$ cat config.mk
export PLATFORM = sky130hd
export DESIGN_NAME = sar_search_ctrl
export DESIGN_NICKNAME = d
export VERILOG_FILES = /design/src/rtl/sar_pkg.sv /design/src/rtl/sar_flag_check.sv /design/src/rtl/sar_search_ctrl.sv
export SDC_FILE = /design/constraint.sdc
export NUM_CORES = 1
export LEC_CHECK = 0
export CAP_MARGIN = 20
export CORE_MARGIN = 5
export CORE_UTILIZATION = 56
export DETAILED_ROUTE_END_ITERATION = 7
export MAX_ROUTING_LAYER = met4
export PLACE_DENSITY = 0.91
export SETUP_SLACK_MARGIN = 0.1
export SLEW_MARGIN = 40
export SYNTH_ARGS = -nofsm -noshare
export SYNTH_HDL_FRONTEND = slang
export SYNTH_SLANG_ARGS = --single-unit
$ cat constraint.sdc
create_clock -name clk -period 3.3 [get_ports clk]
set_input_delay 0.66 -clock clk [delete_from_list [all_inputs] [get_ports clk]]
set_output_delay 0.66 -clock clk [all_outputs]
set_load 0.005 [all_outputs]
$ cat src/rtl/sar_pkg.sv
// Shared state encodings and comparator flag codes for the SAR search controller.
package sar_pkg;

    typedef enum logic {
        ST_IDLE = 1'b0,
        ST_TEST = 1'b1
    } sar_state_e;

    // Flag codes are ordered {gt, eq, lt}.
    localparam logic [2:0] FLAG_GT = 3'b100;
    localparam logic [2:0] FLAG_EQ = 3'b010;
    localparam logic [2:0] FLAG_LT = 3'b001;

endpackage

$ cat src/rtl/sar_flag_check.sv
// Validates the comparator's {gt,eq,lt} flags and decodes them.
// Decoded outputs are only asserted when the flags are exactly one-hot.
module sar_flag_check
    import sar_pkg::*;
(
    input  logic [2:0] flags_i,
    output logic       onehot_ok_o,
    output logic       gt_o,
    output logic       eq_o,
    output logic       lt_o
);

    always_comb begin
        onehot_ok_o = (flags_i == FLAG_GT) || (flags_i == FLAG_EQ) || (flags_i == FLAG_LT);
        gt_o        = (flags_i == FLAG_GT);
        eq_o        = (flags_i == FLAG_EQ);
        lt_o        = (flags_i == FLAG_LT);
    end

endmodule

$ cat src/rtl/sar_search_ctrl.sv
// Successive-approximation controller: binary-searches an external comparator's
// unknown operand by driving trial values and sampling its gt/eq/lt flags.
module sar_search_ctrl
    import sar_pkg::*;
#(
    parameter int WIDTH  = 4,
    parameter int SETTLE = 0
) (
    input  logic             clk,
    input  logic             rst,
    input  logic             start,
    input  logic             cmp_gt,
    input  logic             cmp_eq,
    input  logic             cmp_lt,
    output logic [WIDTH-1:0] trial,
    output logic             busy,
    output logic             done,
    output logic [WIDTH-1:0] result,
    output logic             err
);

    localparam int         IW          = (WIDTH > 1) ? $clog2(WIDTH) : 1;
    localparam logic [3:0] SETTLE_INIT = 4'(SETTLE);

    sar_state_e       state_q, state_d;
    logic [WIDTH-1:0] trial_q, trial_d;
    logic [WIDTH-1:0] result_q, result_d;
    logic [IW-1:0]    bit_idx_q, bit_idx_d;
    logic [3:0]       settle_q, settle_d;
    logic             busy_q, busy_d;
    logic             done_q, done_d;
    logic             err_q, err_d;

    logic             onehot_ok, f_gt, f_eq, f_lt;
    logic             finish;
    logic [WIDTH-1:0] cur_bit, lower_bit;

    sar_flag_check u_flag_check (
        .flags_i     ({cmp_gt, cmp_eq, cmp_lt}),
        .onehot_ok_o (onehot_ok),
        .gt_o        (f_gt),
        .eq_o        (f_eq),
        .lt_o        (f_lt)
    );

    assign cur_bit   = WIDTH'(1) << bit_idx_q;
    assign lower_bit = cur_bit >> 1;

    always_comb begin
        state_d   = state_q;
        trial_d   = trial_q;
        result_d  = result_q;
        bit_idx_d = bit_idx_q;
        settle_d  = settle_q;
        busy_d    = busy_q;
        done_d    = 1'b0;
        err_d     = err_q;
        finish    = 1'b0;

        case (state_q)
            ST_IDLE: begin
                if (start) begin
                    trial_d   = WIDTH'(1) << (WIDTH - 1);
                    bit_idx_d = IW'(WIDTH - 1);
                    settle_d  = SETTLE_INIT;
                    busy_d    = 1'b1;
                    err_d     = 1'b0;
                    state_d   = ST_TEST;
                end
            end
            ST_TEST: begin
                if (settle_q != 4'd0) begin
                    settle_d = settle_q - 4'd1;
                end else if (!onehot_ok) begin
                    err_d    = 1'b1;
                    result_d = trial_q;
                    finish   = 1'b1;
                end else if (f_eq) begin
                    result_d = trial_q;
                    finish   = 1'b1;
                end else if (bit_idx_q != '0) begin
                    trial_d   = f_gt ? (trial_q | lower_bit)
                                     : ((trial_q & ~cur_bit) | lower_bit);
                    bit_idx_d = bit_idx_q - IW'(1);
                    settle_d  = SETTLE_INIT;
                end else if (f_lt) begin
                    result_d = trial_q & ~cur_bit;
                    finish   = 1'b1;
                end else begin
                    // gt on the last bit means the comparator contradicted itself
                    err_d    = 1'b1;
                    result_d = trial_q;
                    finish   = 1'b1;
                end
            end
            default: state_d = ST_IDLE;
        endcase

        if (finish) begin
            busy_d  = 1'b0;
            done_d  = 1'b1;
            trial_d = '0;
            state_d = ST_IDLE;
        end
    end

    always_ff @(posedge clk) begin
        if (rst) begin
            state_q   <= ST_IDLE;
            trial_q   <= '0;
            result_q  <= '0;
            bit_idx_q <= '0;
            settle_q  <= '0;
            busy_q    <= 1'b0;
            done_q    <= 1'b0;
            err_q     <= 1'b0;
        end else begin
            state_q   <= state_d;
            trial_q   <= trial_d;
            result_q  <= result_d;
            bit_idx_q <= bit_idx_d;
            settle_q  <= settle_d;
            busy_q    <= busy_d;
            done_q    <= done_d;
            err_q     <= err_d;
        end
    end

    assign trial  = trial_q;
    assign result = result_q;
    assign busy   = busy_q;
    assign done   = done_q;
    assign err    = err_q;

endmodule

==> run metrics, run 1 <==
status=finished, final reports clean; routed wire length=~2400 um; Critical Path RT=3490 ps; Final TNS setup=0 ps; Post-synth top flop=dfxtp_1; synth cell count leaders=dfxtp_1 (18), inv_1 (11), nor2b_1 (9); pin count of the biggest net entering global routing=19; hold crit path type=register to register; worst slack at placement=1000 ps; ys async rst share=0%; post-CTS setup buffer count=0; slowest cell on the critical path=clkdlybuf4s50_1; synth warn=0; Nets=~150; unrepaired setup endpoints after global routing=no; share of layout cells above drive strength 1=8.33%; Routed Antenna Nets=0; Root Buffer=clkbuf_4; CTS resizes=0; Max-Cap Viols=0; flop2flop setup slack=around 1600 ps; Worst-Skew Late Latency=300 ps; Finished Cell Area=1260 sq um; Synth top area share=33.7%; Power Dens Cells=roughly 370 nW/um^2; Cell Chain, Critical Path=clkdlybuf4s50_1 > nor3b_1 > a211o_1 > mux2i_1; Seq/Total Area, Yosys=33.7%; die footprint=2880 sq um; Critical Path Source Type=input port; Finish-stage setup viols=0; vias in the first global route=916; starting density of the core=60.6%; fill count=138; wire per inst=around 15 um; port bufs=16; register bit total from synthesis=18; synth unique cells=41; Crit path buffers/inverters=1; area of the mapped netlist=between 1000 and 1500 sq um; Cells after Synth=118; area leader, netlist=dfxtp_1; Rows=15; Die Wd=53.7 um; crit path max fanout=9; Core ar.=about 1800 sq um; hpwl dp=1780 um; Vias=959; TritonCTS clock tree=yes; Worst path max stage delay=720 ps; syn avg cell area=9.06 sq um; number of antenna diodes=0; RD Place Congestion=0.909; maximum vdd drop=0.000309 V; CTS Buf Count=3; clk sinks=18; Hold Buf Count CTS=0; hold slack=465 ps; initial DRC count=47; post-layout worst setup margin=1260 ps; dpl cell area=1230 sq um; global route overflow=0; maximum clock frequency=489 MHz; fin crit share=61.9%; count leader, synth=dfxtp_1; Tot Pwr=0.470 mW; DR pass1 iterations=4; Hold Vio Cnt, Final=0; via/cell ratio=6.11; critical path class=input port to register; first-pass GRT wire length=3970 um; CP Capture Type=register; Worst Max-Slew Pin Slew=677 ps; drt drc=0; number of synthesized flops with an enable pin=0; clock slew at reported path FFs=approximately 100 ps; Worst Skew=roughly 0.72 ps; CP delay by family, top=buffers and inverters; Syn Nets=130; Area Overhead vs Synth=18.3%; Period minus WS final=2040 ps; die height=between 50 and 60 um; WP data arrival=2240 ps; Ports=17; H-tree depth=1; Slew HR=54.7%; initial antenna violation count=0; leakage=0.461 nW; clock buffer depth=2; top cells by area, synth=dfxtp_1 (34%), ha_1 (7.0%), nor2b_1 (5.3%), inv_1 (3.9%), mux2i_1 (3.7%); Total GRT Usage=18.9%; Max Slew Vio Count=0
[power by group]
group / switching [mW] / total [mW] / internal, mW / leakage, nW
clock: 0.0730 / 0.140 / 0.0674 / 0.0210
combinational: 0.0519 / 0.0927 / 0.0408 / 0.293
sequential: 0.0102 / 0.237 / 0.227 / 0.147
[stage by stage]
step	utilization [%]	instances
floorplan	-	118
global placement	69.6	153
detailed placement	69.6	153
CTS	71.6	157
global route	71.6	157
finish	71.6	157
[layout by cell type, fill, tap and decap left out, types with 2 or more instances in the layout]
| cell | n |
|---|---|
| mux2i_1 | 4 |
| nor3b_1 | 3 |
| nand3_1 | 4 |
| nand2_1 | 5 |
| clkdlybuf4s50_1 | 16 |
| inv_1 | 11 |
| ha_1 | 6 |
| a311oi_1 | 2 |
| a221oi_1 | 2 |
| o21ai_0 | 3 |
| dfxtp_1 | 18 |
| nor2b_1 | 9 |
| nor2_1 | 6 |
| clkbuf_4 | 3 |
| a21oi_1 | 6 |
| a211oi_1 | 3 |
| nor3_1 | 4 |
| a211o_1 | 4 |
| nor4bb_1 | 2 |
[area by class of cell]
class                      count  area, sq um  share of cell area, %
clock buffer                   4         36.3                   2.87
inverter                      11         41.3                   3.27
multi-input combinational     83          634                   50.2
sequential                    18          360                   28.5
tap                           25         31.3                   2.48
timing repair buffer          16          160                   12.7
[routing by layer]
layer / share of wire (%) / up-vias / global-route usage (%) / routed length, um
met5: 0 / - / - / 0
met4: 1.7 / 0 / 8.94 / 40
met3: 5.3 / 4 / 2.49 / 128
met2: 46 / 37 / 28.8 / 1110
met1: 47 / 461 / 24.5 / 1130
li1: - / 457 / - / -
[registers in the layout (all words and copies together), names as in the netlist]
register and cells:
state_q 1, busy 1, result 4, trial 4, settle_q 4, done 1
err 1, bit_idx_q 2
[tightest hold or removal path, delay by kind of cell, from the launching register on]
kind / cells / cell delay [ps]
DFF: 1 / 320
and+or+nand+nor: 1 / 50
muxes: 1 / 50
[logic make-up (layout without fill, tap and decap cells)]
kind of cell    count (synthesis)  count (layout)  synth area share (%)
flops                          18              18                  33.7
buf+inv                        17              31                  6.91
xor+xnor                        2               2                  2.34
fa+ha+maj                       6               6                  7.03
compound gates                 30              30                  22.5
mux                             4               4                  3.75
simple gates                   41              41                  23.8
[final timing paths]
kind	from	end	cells after the start
setup / recovery	cmp_lt	result[0]	4
hold / removal	result[2]	result[2]	2
setup reg to reg	bit_idx_q[0]	result[1]	5
hold reg to reg	result[2]	result[2]	2
(Power assumes the default switching activity.)
==> run 2, diff against run 1 <==
Settings changed: CORE_UTILIZATION 56 to 47, PLACE_DENSITY 0.91 to 0.82.
Clock period 3.3 ns to 1.8 ns, I/O delays scaled along.
==> run metrics, run 2 (synthesis gave the netlist of run 1 again) <==
status=finished, final reports clean; Critical Path RT=roughly 1400 ps; fin cells=173; Root Buffer=clkbuf_4; post-layout worst setup margin=197 ps; clock slew at reported path FFs=90 ps; GRT busiest layer=met2; maximum clock frequency=624 MHz; Area Overhead vs Synth=28.5%; Finish-stage setup viols=0; GR Layer Usage met3=3.34%; switching share of total power=around 28%; fin crit share=89.1%; clock share of power=23.2%; initial DRC count=44; Nets=roughly 160; Power Dens Cells=608 nW/um^2; DR pass1 iterations=4; fill count=between 150 and 200; worst slack at placement=-186 ps; Crit path buffers/inverters=1; critical path class=register to output pin; Die Wd=~58 um; Min-Delay Path Depth=2; worst r2r src=settle_q[1]; Critical Path Source Type=register; Comb power frac=around a quarter; vias in the first global route=~940; wire per inst=14.6 um; port bufs=16; commonest non-fill, non-tap cell in the layout=clkdlybuf4s50_1; Worst Max-Slew Pin Slew=444 ps; M2 GR Usage=25.5%; Hold Startpoint=result[0]; die height=~58 um; area taken by multi-input logic gates=642 sq um; sequential power share=about half; Worst R2R Path Depth=5; Rows=17; Tot Pwr=0.835 mW; CP delay by family, top=buffers and inverters; leakage=0.522 nW; commonest cells after routing, fill and taps aside=clkdlybuf4s50_1 (16), dfxtp_1 (15), buf_4 (14); hpwl dp=1920 um; Worst Skew=3.64 ps; Worst-Skew Late Latency=290 ps; slowest cell on the critical path=clkdlybuf4s50_1; M1 GR Usage=approximately 20%; Cell Chain, Critical Path=clkdlybuf4s50_1; hold crit path type=register to register; Post-Route Utilization=62.6%; Worst path max stage delay=about 540 ps; CTS Buf Count=3; drt drc=0; Slew HR=a little over two thirds; Routed Antenna Nets=0; Vias=998; maximum vdd drop=0.000402 V; share of layout cells above drive strength 1=20.0%; Core ar.=2190 sq um; sequential cell area=367 sq um; flop2flop setup slack=about 220 ps; unrepaired setup endpoints after global routing=no; Hold Crit Endpoint=result[0]; placed cells=169; TritonCTS clock tree=yes; CP Capture Type=output pin; Period minus WS final=approximately 1600 ps; RD Place Congestion=0.882; H-tree depth=1; WP data arrival=between 1000 and 1500 ps; routed wire length=2530 um; number of antenna diodes=0; first-pass GRT wire length=4150 um; global route overflow=0; pin count of the biggest net entering global routing=10; clk sinks=18; initial antenna violation count=0; hold slack=~470 ps; die footprint=3330 sq um; Total GRT Usage=16.0%; Sw Pwr=0.237 mW; Max Slew Vio Count=0; Ports=17; clock buffer depth=2; via/cell ratio=5.77; starting density of the core=48.8%; Hold Vio Cnt, Final=0; R2R Path End=bit_idx_q[0]; P_int=0.598 mW; crit path max fanout=5; Max-Cap Viols=0
run 2: changes by cell type in the layout (fill, tap and decap cells not counted), sizes merged:
cell    before  now
buf          0   14
clkbuf       4    3
run 2: what timing repair did:
action | in CTS | in global routing
setup buffers | 0 | 1
setup endpoints to repair | 2 | 10
pin swaps | 1 | 1
resized for setup | 1 | 6
hold buffers | 0 | 0
run 2: per-layer routing:
metal | vias to the layer above | routed length, um | share of wire (%)
met3 | 5 | 108 | 4.3
met4 | 0 | 37 | 1.5
met2 | 27 | 1250 | 49
met5 | - | 0 | 0
li1 | 481 | - | -
met1 | 485 | 1140 | 45
run 2: cell type report:
type                       instances  area share, %
clock buffer                       3           1.64
inverter                          11           3.01
multi-input combinational         83           46.8
sequential                        18           26.7
tap                               28           2.55
timing repair buffer              30           19.3
run 2: power groups by stage:
stage	clock, mW	sequential, mW	combinational, mW
after detailed placement	0	0.440	0.200
after global placement	0	0.439	0.196
after global routing	0.212	0.434	0.227
after CTS	0.198	0.431	0.202
after floorplan	0	0.436	0.120
final	0.194	0.432	0.209
run 2: worst max-delay path by stage:
stage,startpoint,endpoint,slack (ps),cells after the start
after floorplan,bit_idx_q[0],result[0],290,5
after global placement,cmp_gt,result[0],-70,5
after detailed placement,cmp_gt,result[0],-190,5
after global routing,settle_q[1],bit_idx_q[0],100,5
final,trial[1],trial[1],200,1
after CTS,bit_idx_q[0],result[3],110,5
run 2: tightest hold or removal path: cells and delay by family (launching register included):
| family | cells | cell delay [ps] |
|---|---|---|
| muxes | 1 | 60 |
| DFF | 1 | 320 |
| and+or+nand+nor | 1 | 50 |
run 2: through the flow:
step                      TNS (ps)  cell area, sq um
after floorplan                  0              1070
after global placement        -284              1330
after detailed placement      -771              1330
after CTS                        0              1360
after global routing             0              1370
final                            0              1370
